--- src/rtl/hilo_unit_pkg.sv ---
// Shared definitions for the HI/LO multiply/divide unit: hilo_rwen encoding,
// FSM state encoding and the divider iteration count.
package hilo_unit_pkg;

    localparam int DATA_W = 32;

    // hilo_rwen bit positions
    localparam int RWEN_RD_HI = 3;
    localparam int RWEN_RD_LO = 2;
    localparam int RWEN_WR_HI = 1;
    localparam int RWEN_WR_LO = 0;

    // hilo_rwen codes as produced by the decoder
    localparam logic [3:0] RWEN_MULDIV = 4'b0011;
    localparam logic [3:0] RWEN_MTHI   = 4'b0010;
    localparam logic [3:0] RWEN_MTLO   = 4'b0001;

    localparam logic [5:0] DIV_LAST_CNT = 6'd31;

    typedef enum logic [1:0] {
        ST_IDLE    = 2'd0,
        ST_DIV_RUN = 2'd1,
        ST_DIV_FIX = 2'd2
    } hilo_state_e;

endpackage

--- src/rtl/hilo_unit_div_iter.sv ---
// Unsigned restoring divider core: one quotient bit per step, 32 steps.
// Operands are magnitudes; sign handling is done by the caller.
module div_iter
    import hilo_unit_pkg::*;
(
    input  logic              clk,
    input  logic              reset,
    input  logic              start,
    input  logic              step,
    input  logic [DATA_W-1:0] dividend,
    input  logic [DATA_W-1:0] divisor,
    output logic [DATA_W-1:0] quotient,
    output logic [DATA_W-1:0] remainder,
    output logic              last
);

    logic [DATA_W-1:0] quo_q, quo_d;
    logic [DATA_W-1:0] rem_q, rem_d;
    logic [DATA_W-1:0] dvsr_q, dvsr_d;
    logic [5:0]        cnt_q, cnt_d;
    logic [DATA_W:0]   trial;
    logic [DATA_W-1:0] diff;
    logic              fits;

    always_comb begin
        quo_d  = quo_q;
        rem_d  = rem_q;
        dvsr_d = dvsr_q;
        cnt_d  = cnt_q;
        // Partial remainder shifted left with the next dividend bit brought in
        trial  = {rem_q, quo_q[DATA_W-1]};
        fits   = (trial >= {1'b0, dvsr_q});
        diff   = trial[DATA_W-1:0] - dvsr_q;
        if (start) begin
            quo_d  = dividend;
            rem_d  = '0;
            dvsr_d = divisor;
            cnt_d  = '0;
        end else if (step) begin
            rem_d = fits ? diff : trial[DATA_W-1:0];
            quo_d = {quo_q[DATA_W-2:0], fits};
            cnt_d = cnt_q + 6'd1;
        end
    end

    always_ff @(posedge clk) begin
        if (reset) begin
            cnt_q <= '0;
        end else begin
            cnt_q <= cnt_d;
        end
    end

    always_ff @(posedge clk) begin
        quo_q  <= quo_d;
        rem_q  <= rem_d;
        dvsr_q <= dvsr_d;
    end

    assign quotient  = quo_q;
    assign remainder = rem_q;
    assign last      = (cnt_q == DIV_LAST_CNT);

endmodule

--- src/rtl/hilo_unit.sv ---
// HI/LO register unit: single-cycle mult/mthi/mtlo, mfhi/mflo read port and a
// 34-cycle iterative divide that stalls the pipeline while it runs.
module hilo_unit
    import hilo_unit_pkg::*;
(
    input  logic              clk,
    input  logic              reset,
    input  logic              in_valid,
    input  logic [3:0]        hilo_rwen,
    input  logic              mul_sign,
    input  logic              div,
    input  logic [DATA_W-1:0] src_a,
    input  logic [DATA_W-1:0] src_b,
    input  logic              flush,
    output logic              stall,
    output logic [DATA_W-1:0] rdata,
    output logic [DATA_W-1:0] hi,
    output logic [DATA_W-1:0] lo
);

    function automatic logic [DATA_W-1:0] neg_if(input logic [DATA_W-1:0] v, input logic n);
        return n ? (~v + DATA_W'(1)) : v;
    endfunction

    hilo_state_e       state_q, state_d;
    logic [DATA_W-1:0] hi_q, hi_d, lo_q, lo_d;
    logic              sign_a_q, sign_a_d;
    logic              sign_b_q, sign_b_d;
    logic              zero_q, zero_d;

    logic              act;
    logic              div_start, div_step, div_last;
    logic [DATA_W-1:0] div_quo, div_rem, mag_a, mag_b;
    logic signed [2*DATA_W-1:0] ext_a, ext_b, prod;

    assign act = in_valid & ~flush;

    // Low 64 bits of the product of the extended operands are exact for both signednesses
    assign ext_a = {{DATA_W{mul_sign & src_a[DATA_W-1]}}, src_a};
    assign ext_b = {{DATA_W{mul_sign & src_b[DATA_W-1]}}, src_b};
    assign prod  = ext_a * ext_b;

    assign mag_a = neg_if(src_a, mul_sign & src_a[DATA_W-1]);
    assign mag_b = neg_if(src_b, mul_sign & src_b[DATA_W-1]);

    div_iter u_div_iter (
        .clk       (clk),
        .reset     (reset),
        .start     (div_start),
        .step      (div_step),
        .dividend  (mag_a),
        .divisor   (mag_b),
        .quotient  (div_quo),
        .remainder (div_rem),
        .last      (div_last)
    );

    always_comb begin
        state_d   = state_q;
        hi_d      = hi_q;
        lo_d      = lo_q;
        sign_a_d  = sign_a_q;
        sign_b_d  = sign_b_q;
        zero_d    = zero_q;
        stall     = 1'b0;
        div_start = 1'b0;
        div_step  = 1'b0;
        if (flush) begin
            state_d = ST_IDLE;
        end else begin
            case (state_q)
                ST_IDLE: begin
                    if (act && hilo_rwen == RWEN_MULDIV) begin
                        if (div) begin
                            stall     = 1'b1;
                            div_start = 1'b1;
                            sign_a_d  = mul_sign & src_a[DATA_W-1];
                            sign_b_d  = mul_sign & src_b[DATA_W-1];
                            zero_d    = (src_b == '0);
                            state_d   = ST_DIV_RUN;
                        end else begin
                            {hi_d, lo_d} = prod;
                        end
                    end else if (act && hilo_rwen == RWEN_MTHI) begin
                        hi_d = src_a;
                    end else if (act && hilo_rwen == RWEN_MTLO) begin
                        lo_d = src_a;
                    end
                end
                ST_DIV_RUN: begin
                    stall    = 1'b1;
                    div_step = 1'b1;
                    if (div_last) begin
                        state_d = ST_DIV_FIX;
                    end
                end
                ST_DIV_FIX: begin
                    // Divide by zero returns all-ones quotient regardless of dividend sign
                    hi_d    = neg_if(div_rem, sign_a_q);
                    lo_d    = zero_q ? '1 : neg_if(div_quo, sign_a_q ^ sign_b_q);
                    state_d = ST_IDLE;
                end
                default: state_d = ST_IDLE;
            endcase
        end
        if (reset) begin
            stall = 1'b0;
        end
    end

    always_comb begin
        rdata = '0;
        if (!reset) begin
            if (hilo_rwen[RWEN_RD_HI]) begin
                rdata = hi_q;
            end else if (hilo_rwen[RWEN_RD_LO]) begin
                rdata = lo_q;
            end
        end
    end

    always_ff @(posedge clk) begin
        if (reset) begin
            state_q <= ST_IDLE;
            hi_q    <= '0;
            lo_q    <= '0;
        end else begin
            state_q <= state_d;
            hi_q    <= hi_d;
            lo_q    <= lo_d;
        end
    end

    always_ff @(posedge clk) begin
        sign_a_q <= sign_a_d;
        sign_b_q <= sign_b_d;
        zero_q   <= zero_d;
    end

    assign hi = hi_q;
    assign lo = lo_q;

endmodule

--- config.mk ---
export PLATFORM = sky130hd
export DESIGN_NAME = hilo_unit
export DESIGN_NICKNAME = d
export VERILOG_FILES = /design/src/rtl/hilo_unit_pkg.sv /design/src/rtl/hilo_unit_div_iter.sv /design/src/rtl/hilo_unit.sv
export SDC_FILE = /design/constraint.sdc
export NUM_CORES = 2
export LEC_CHECK = 0
export BUFFER_PORTS_ARGS = -buffer_cell sky130_fd_sc_hd__buf_2
export CORE_ASPECT_RATIO = 0.7
export CORE_MARGIN = 4
export CORE_UTILIZATION = 45
export CTS_CLUSTER_DIAMETER = 120
export DETAILED_ROUTE_END_ITERATION = 6
export GPL_TIMING_DRIVEN = 0
export SETUP_SLACK_MARGIN = 0.4
export SLEW_MARGIN = 20
export SYNTH_ARGS = -nofsm -noshare
export SYNTH_HDL_FRONTEND = slang
export SYNTH_HIERARCHICAL = 1
export SYNTH_SLANG_ARGS = --single-unit
--- constraint.sdc ---
create_clock -name clk -period 21 [get_ports clk]
set_input_delay 3.15 -clock clk [delete_from_list [all_inputs] [get_ports clk]]
set_output_delay 3.15 -clock clk [all_outputs]
set_load 0.03 [all_outputs]
### After elaboration in Yosys (flattened, before gate mapping)

Index checks and enable logic that the tools add are counted.

| storage, ports and cells | value |
|---|---|
| bits in latches | 0 |
| word-level logic and storage cells | 86 |
| memory bits (writable) | 0 |
| ROM bits | 0 |
| flip-flop bits (word level) | 171 |
| memories kept | 0 |
| output and inout port bits | 97 |

| cells by class | value |
|---|---|
| div/mod/pow operators | 0 |
| bitwise gates (word level) | 9 |
| $lt $le $gt $ge | 1 |
| $mul | 1 |
| equal/unequal tests | 13 |
| add/sub/neg operators | 6 |
| shift-type cells | 0 |
| mux-type cells | 33 |
| reductions and logical operators | 13 |

Operators with widths:

| cell | number |
|---|---|
| $mux 32 | 18 |
| $add 32x1->32 const B | 4 |
| $not 32->32 | 4 |
| $pmux 32 s2 | 2 |
| $mul 33x33->64 | 1 |
| $ge 33x32->1 | 1 |
| $logic_not 32->1 | 1 |
| $sub 32x32->32 | 1 |
| $ne 3x3->1 const B | 4 |
| $eq 4x2->1 const B | 2 |
| $mux 1 | 8 |
| $reduce_and 4->1 | 2 |
| $add 6x1->6 const B | 1 |
| $eq 6x5->1 const B | 1 |
| $mux 2 | 3 |
| $ne 2x2->1 const B | 3 |
| $reduce_and 5->1 | 1 |
| $eq 4x1->1 const B | 1 |
| $pmux 2 s2 | 1 |
| $reduce_bool 2->1 | 2 |
| $reduce_or 2->1 | 2 |
| $and 1x1->1 | 3 |
| $logic_and 1x1->1 | 3 |
| $reduce_and 3->1 | 1 |
| 6 further kinds | 6 |

### Longest topological paths before layout

| depth | value |
|---|---|
| depth after elaboration | 7 |
| depth in mapped cells | 32 |
| gate-level depth less buffers | 29 |

### Hierarchy

Netlist, hierarchy kept.

Modules (own cells, without submodules):

| module | sequential area each (µm²) | area an instance (µm²) | times used | cells an instance |
|---|---|---|---|---|
| hilo_unit | 1411.4 | 44790.5 | 1 | 5233 |
| div_iter | 2682.6 | 5901.9 | 1 | 595 |

### Worst setup path before layout

No wires, ideal clock.

| path | value |
|---|---|
| path type | input-to-reg |
| start point | input port mul_sign |
| end point | register hi_q[31] (netlist: hi[31]) |
| cell stages on the path | 32 |
| arrival time | 10822 ps |
| buffers on the path | 3 |
| required time | 20879 ps |
| setup slack | 10057 ps |
| cells stage by stage | clkbuf_1 -> nand2_1 -> inv_1 -> clkbuf_1 -> nand2_1 -> inv_1 -> fa_1 -> inv_1 -> fa_1 -> inv_1 -> fa_1 -> fa_1 -> inv_1 -> fa_1 -> inv_1 -> fa_1 -> inv_1 -> fa_1 -> fa_1 -> inv_1 -> ha_1 -> clkbuf_1 -> a21oi_1 -> o21ai_0 -> a21oi_1 -> o21bai_1 -> a221oi_1 -> nand4_1 -> a311oi_1 -> xnor2_1 -> nor2_1 -> o21ai_1 |

| on the way | value |
|---|---|
| longest elaborated chain between the ends | 5 |

RTL lines:

| item | RTL line | text |
|---|---|---|
| start: declaration | hilo_unit.sv:10 | `input logic mul_sign,` |
| $and 1x1->1 (on tied branches) | hilo_unit.sv:39, hilo_unit.sv:40 |  |
| $mul 33x33->64 (*) | hilo_unit.sv:41 | `assign prod = ext_a * ext_b;` |
| $mux 32 (*) | hilo_unit.sv:74 | `if (div) begin` |
| $mux 32 (*) | hilo_unit.sv:73 | `if (act && hilo_rwen == RWEN_MULDIV) begin` |
| $pmux 32 s2 (*) | hilo_unit.sv:71 | `case (state_q)` |
| end signal: assignment | hilo_unit.sv:129 | `hi_q <= hi_d;` |
| end: declaration | hilo_unit.sv:26 | `logic [DATA_W-1:0] hi_q, hi_d, lo_q, lo_d;` |

Every way passes the cells marked *; elsewhere a longest branch is shown, timed or not. The select of a mux whose other input is x is not followed.
A chain may end at the register's enable or synchronous reset.

### Worst setup path in the final report

| path | value |
|---|---|
| start point | input port src_a[31] |
| end point | register hi_q[27] (netlist: hi[27]) |

| on the way | value |
|---|---|
| longest elaborated chain between the ends | 5 |

RTL lines:

| item | RTL line | text |
|---|---|---|
| start: declaration | hilo_unit.sv:12 | `input logic [DATA_W-1:0] src_a,` |
| $and 1x1->1 | hilo_unit.sv:39 | `assign ext_a = {{DATA_W{mul_sign & src_a[DATA_W-1]}}, src_a};` |
| $mul 33x33->64 (*) | hilo_unit.sv:41 |  |
| $mux 32 (*) | hilo_unit.sv:74 |  |
| $mux 32 (*) | hilo_unit.sv:73 |  |
| $pmux 32 s2 (*) | hilo_unit.sv:71 |  |

Marks and branches as above.

==> impl_metrics.yaml <==
run_status:
  status: "finished with violations"
  violations: "design-rule violations"
timing:
  setup_viol: 0
  slew_headroom_pct: 7.323
  max_freq_mhz: 72.12
  min_period_ps: 13870
  skew_ps: 36.24
  timing.setup.tns_ps: 0
  hold_violations: 0
  fin_crit_sh_pct: 66.03
  drv_slew: 0
  worst_pin_slew_ps: 1390
  rsz0062_at_grt: "false"
drt:
  ant_nets: 0
  drt_iter0_drc: 5535
  vias_per_cell: 5.850
  dr.pass1.iters: 7
  drc_errors: 72
  vias: 44010
  routedWlPerCell_microns: 29.54
  wirelength_microns: 222200
global_routing:
  grt_util_all_layers_pct: 37.85
  gr-total-overflow: 0
  grt_start_max_net_pins: 33
  antenna_found_initial: 28
  first_global_vias: 44290
  grt_pass1_wl_microns: 318500
synthesis:
  syn-mean-instance-area_sq_um: 8.698
  async_flop_share_pct: 0
  synth_cells: 5828
  synth_edf_count: 67
  synth_ff_type: "dfxtp_1"
  synth-seq-area-share_pct: 8.076
  ys_types: 89
  synth.net_count: 7277
  netlist_area_sq_um: 50690
  ys_ff_latch: 171
  yosys_warnings: 6
clocking:
  cts_root_buf: "clkbuf_16"
  cts_setup_buffers: 0
  cts_tree: "yes"
  htree_num_levels: 4
  insertion_delay_ps: 530
  ctsResizeCount: 0
  numCtsBuffers: 25
  clkSinkCount: 171
  clockBufferDepth: 3
  cts_hold_buf: 0
  clk_pin_slew_ps: 90
floorplan:
  io_pins: 171
  die_x_microns: 409.2
  dieArea_sq_um: 118200
  dieHeight_microns: 288.8
  core_sq_um: 111200
  start_util_pct: 45.60
  std_cell_rows: 102
finish:
  final_util_pct: 48.73
  final_cells: 7523
  layout-drive-gt1-share_pct: 5.224
  n_fill_cell: 11020
  layout.nets: 7435
  area_growth_pct: 6.852
worst_setup_path:
  cp-end-kind: "flip-flop"
  critPathLaunchType: "input pin"
  worstPathRequired_ps: 21440
  cpMaxStageDelayCell: "fa_1"
  slowest_delay_ps: 1000
  path_max_fanout: 11
  worstPathArrival_ps: 14300
  crit_type: "in2reg"
place:
  post-dp-hpwl_microns: 184600
  io_buffer_count: 122
  place_inst: 7467
  globalplace.congestion: 1.044
hold_path:
  hold_path.class: "reg2reg"
run:
  maxCapViolations: 0
==> cells in the final DEF (no fill, tap or decap), types with 42 or more instances in the layout <==
master	instances
xnor2_1	117
a21o_1	53
clkbuf_1	249
nand2_1	930
ha_1	249
edfxtp_1	67
nor2_1	258
xor2_1	97
clkbuf_2	61
and2_1	348
nand3_1	42
inv_1	1179
a311oi_1	42
buf_2	137
o21ai_0	112
a21oi_1	236
buf_1	53
fa_1	1125
dfxtp_1	104
==> synth_stat cells (all sizes together) (36+ instances only) <==
cell | count | area, sq um
nand3 | 42 | 210.2
nand2 | 932 | 3503
nor2 | 258 | 968.4
and2 | 349 | 2183
a21o | 53 | 397.9
a21oi | 237 | 1190
xor2 | 97 | 849.6
o21ai | 120 | 608.1
edfxtp | 67 | 2012
dfxtp | 104 | 2082
a311oi | 42 | 367.9
fa | 1126 | 22540
inv | 1179 | 4425
xnor2 | 117 | 1025
buf | 77 | 337.8
nor3 | 36 | 185.2
clkbuf | 305 | 1146
ha | 249 | 3115
==> worst max-delay path: cells and delay by family <==
family / cells / cell delay, ps
fa+ha+maj: 9 / 5080
buf+inv: 11 / 3160
compound gates: 7 / 1480
simple gates: 4 / 1110
xor+xnor: 1 / 270
==> routing by layer <==
metal	track usage (%)	part of all wire, %
met5	0.9222	0.16
met2	49.11	38
met3	19.23	17
met1	53.21	41
met4	14.21	4.6
==> final timing paths <==
kind / from / endpoint / slack (ps) / depth (start not counted)
min: lo[19] / lo[19] / 480 / 2
max: src_a[31] / hi[27] / 7130 / 32
min reg2reg: lo[19] / lo[19] / 480 / 2
max reg2reg: state_q[1] / u_div_iter/quotient[11] / 16810 / 5
==> flip-flops by register name, summed over array words and instances, names as in the netlist <==
signal and flops:
u_div_iter/dvsr_q 32, sign_a_q 1, zero_q 1, u_div_iter/cnt_q 6, state_q 2, u_div_iter/remainder 32, hi 32, u_div_iter/quotient 32
lo 32, sign_b_q 1
==> kinds of logic (layout without fill, tap and decap cells) <==
logic type	after synthesis	after routing	share of synthesized area [%]
buf+inv	1561	1725	11.66
flops	171	171	8.076
compound gates	661	661	8.407
xor+xnor	214	214	3.697
mux	48	48	1.029
fa+ha+maj	1375	1375	50.61
simple gates	1798	1798	16.52
other cells	0	23	0
==> layout make-up <==
| cell class | instances | area (sq um) | area share (%) |
|---|---|---|---|
| Antenna cell | 23 | 57.56 | 0.1063 |
| Buffer | 382 | 1563 | 2.885 |
| Clock buffer | 26 | 629.4 | 1.162 |
| Clock inverter | 7 | 40.04 | 0.07392 |
| Inverter | 1179 | 4425 | 8.170 |
| Multi-Input combinational cell | 4096 | 40710 | 75.15 |
| Sequential cell | 171 | 4094 | 7.558 |
| Tap cell | 1508 | 1887 | 3.483 |
| Timing Repair Buffer | 131 | 762.0 | 1.407 |
==> through the flow <==
step	hold WS (ps)	setup slack (ps)	area, sq um
after floorplan	458.5	10060	50690
after global placement	471.8	5897	53190
after detailed placement	473.5	7014	53430
after CTS	484.4	7515	54090
after global routing	496.8	6935	54130
final	482.9	7134	54170
Power is not shown: default switching activity piles up to over one toggle a cycle in this logic, so the estimate is an artifact.
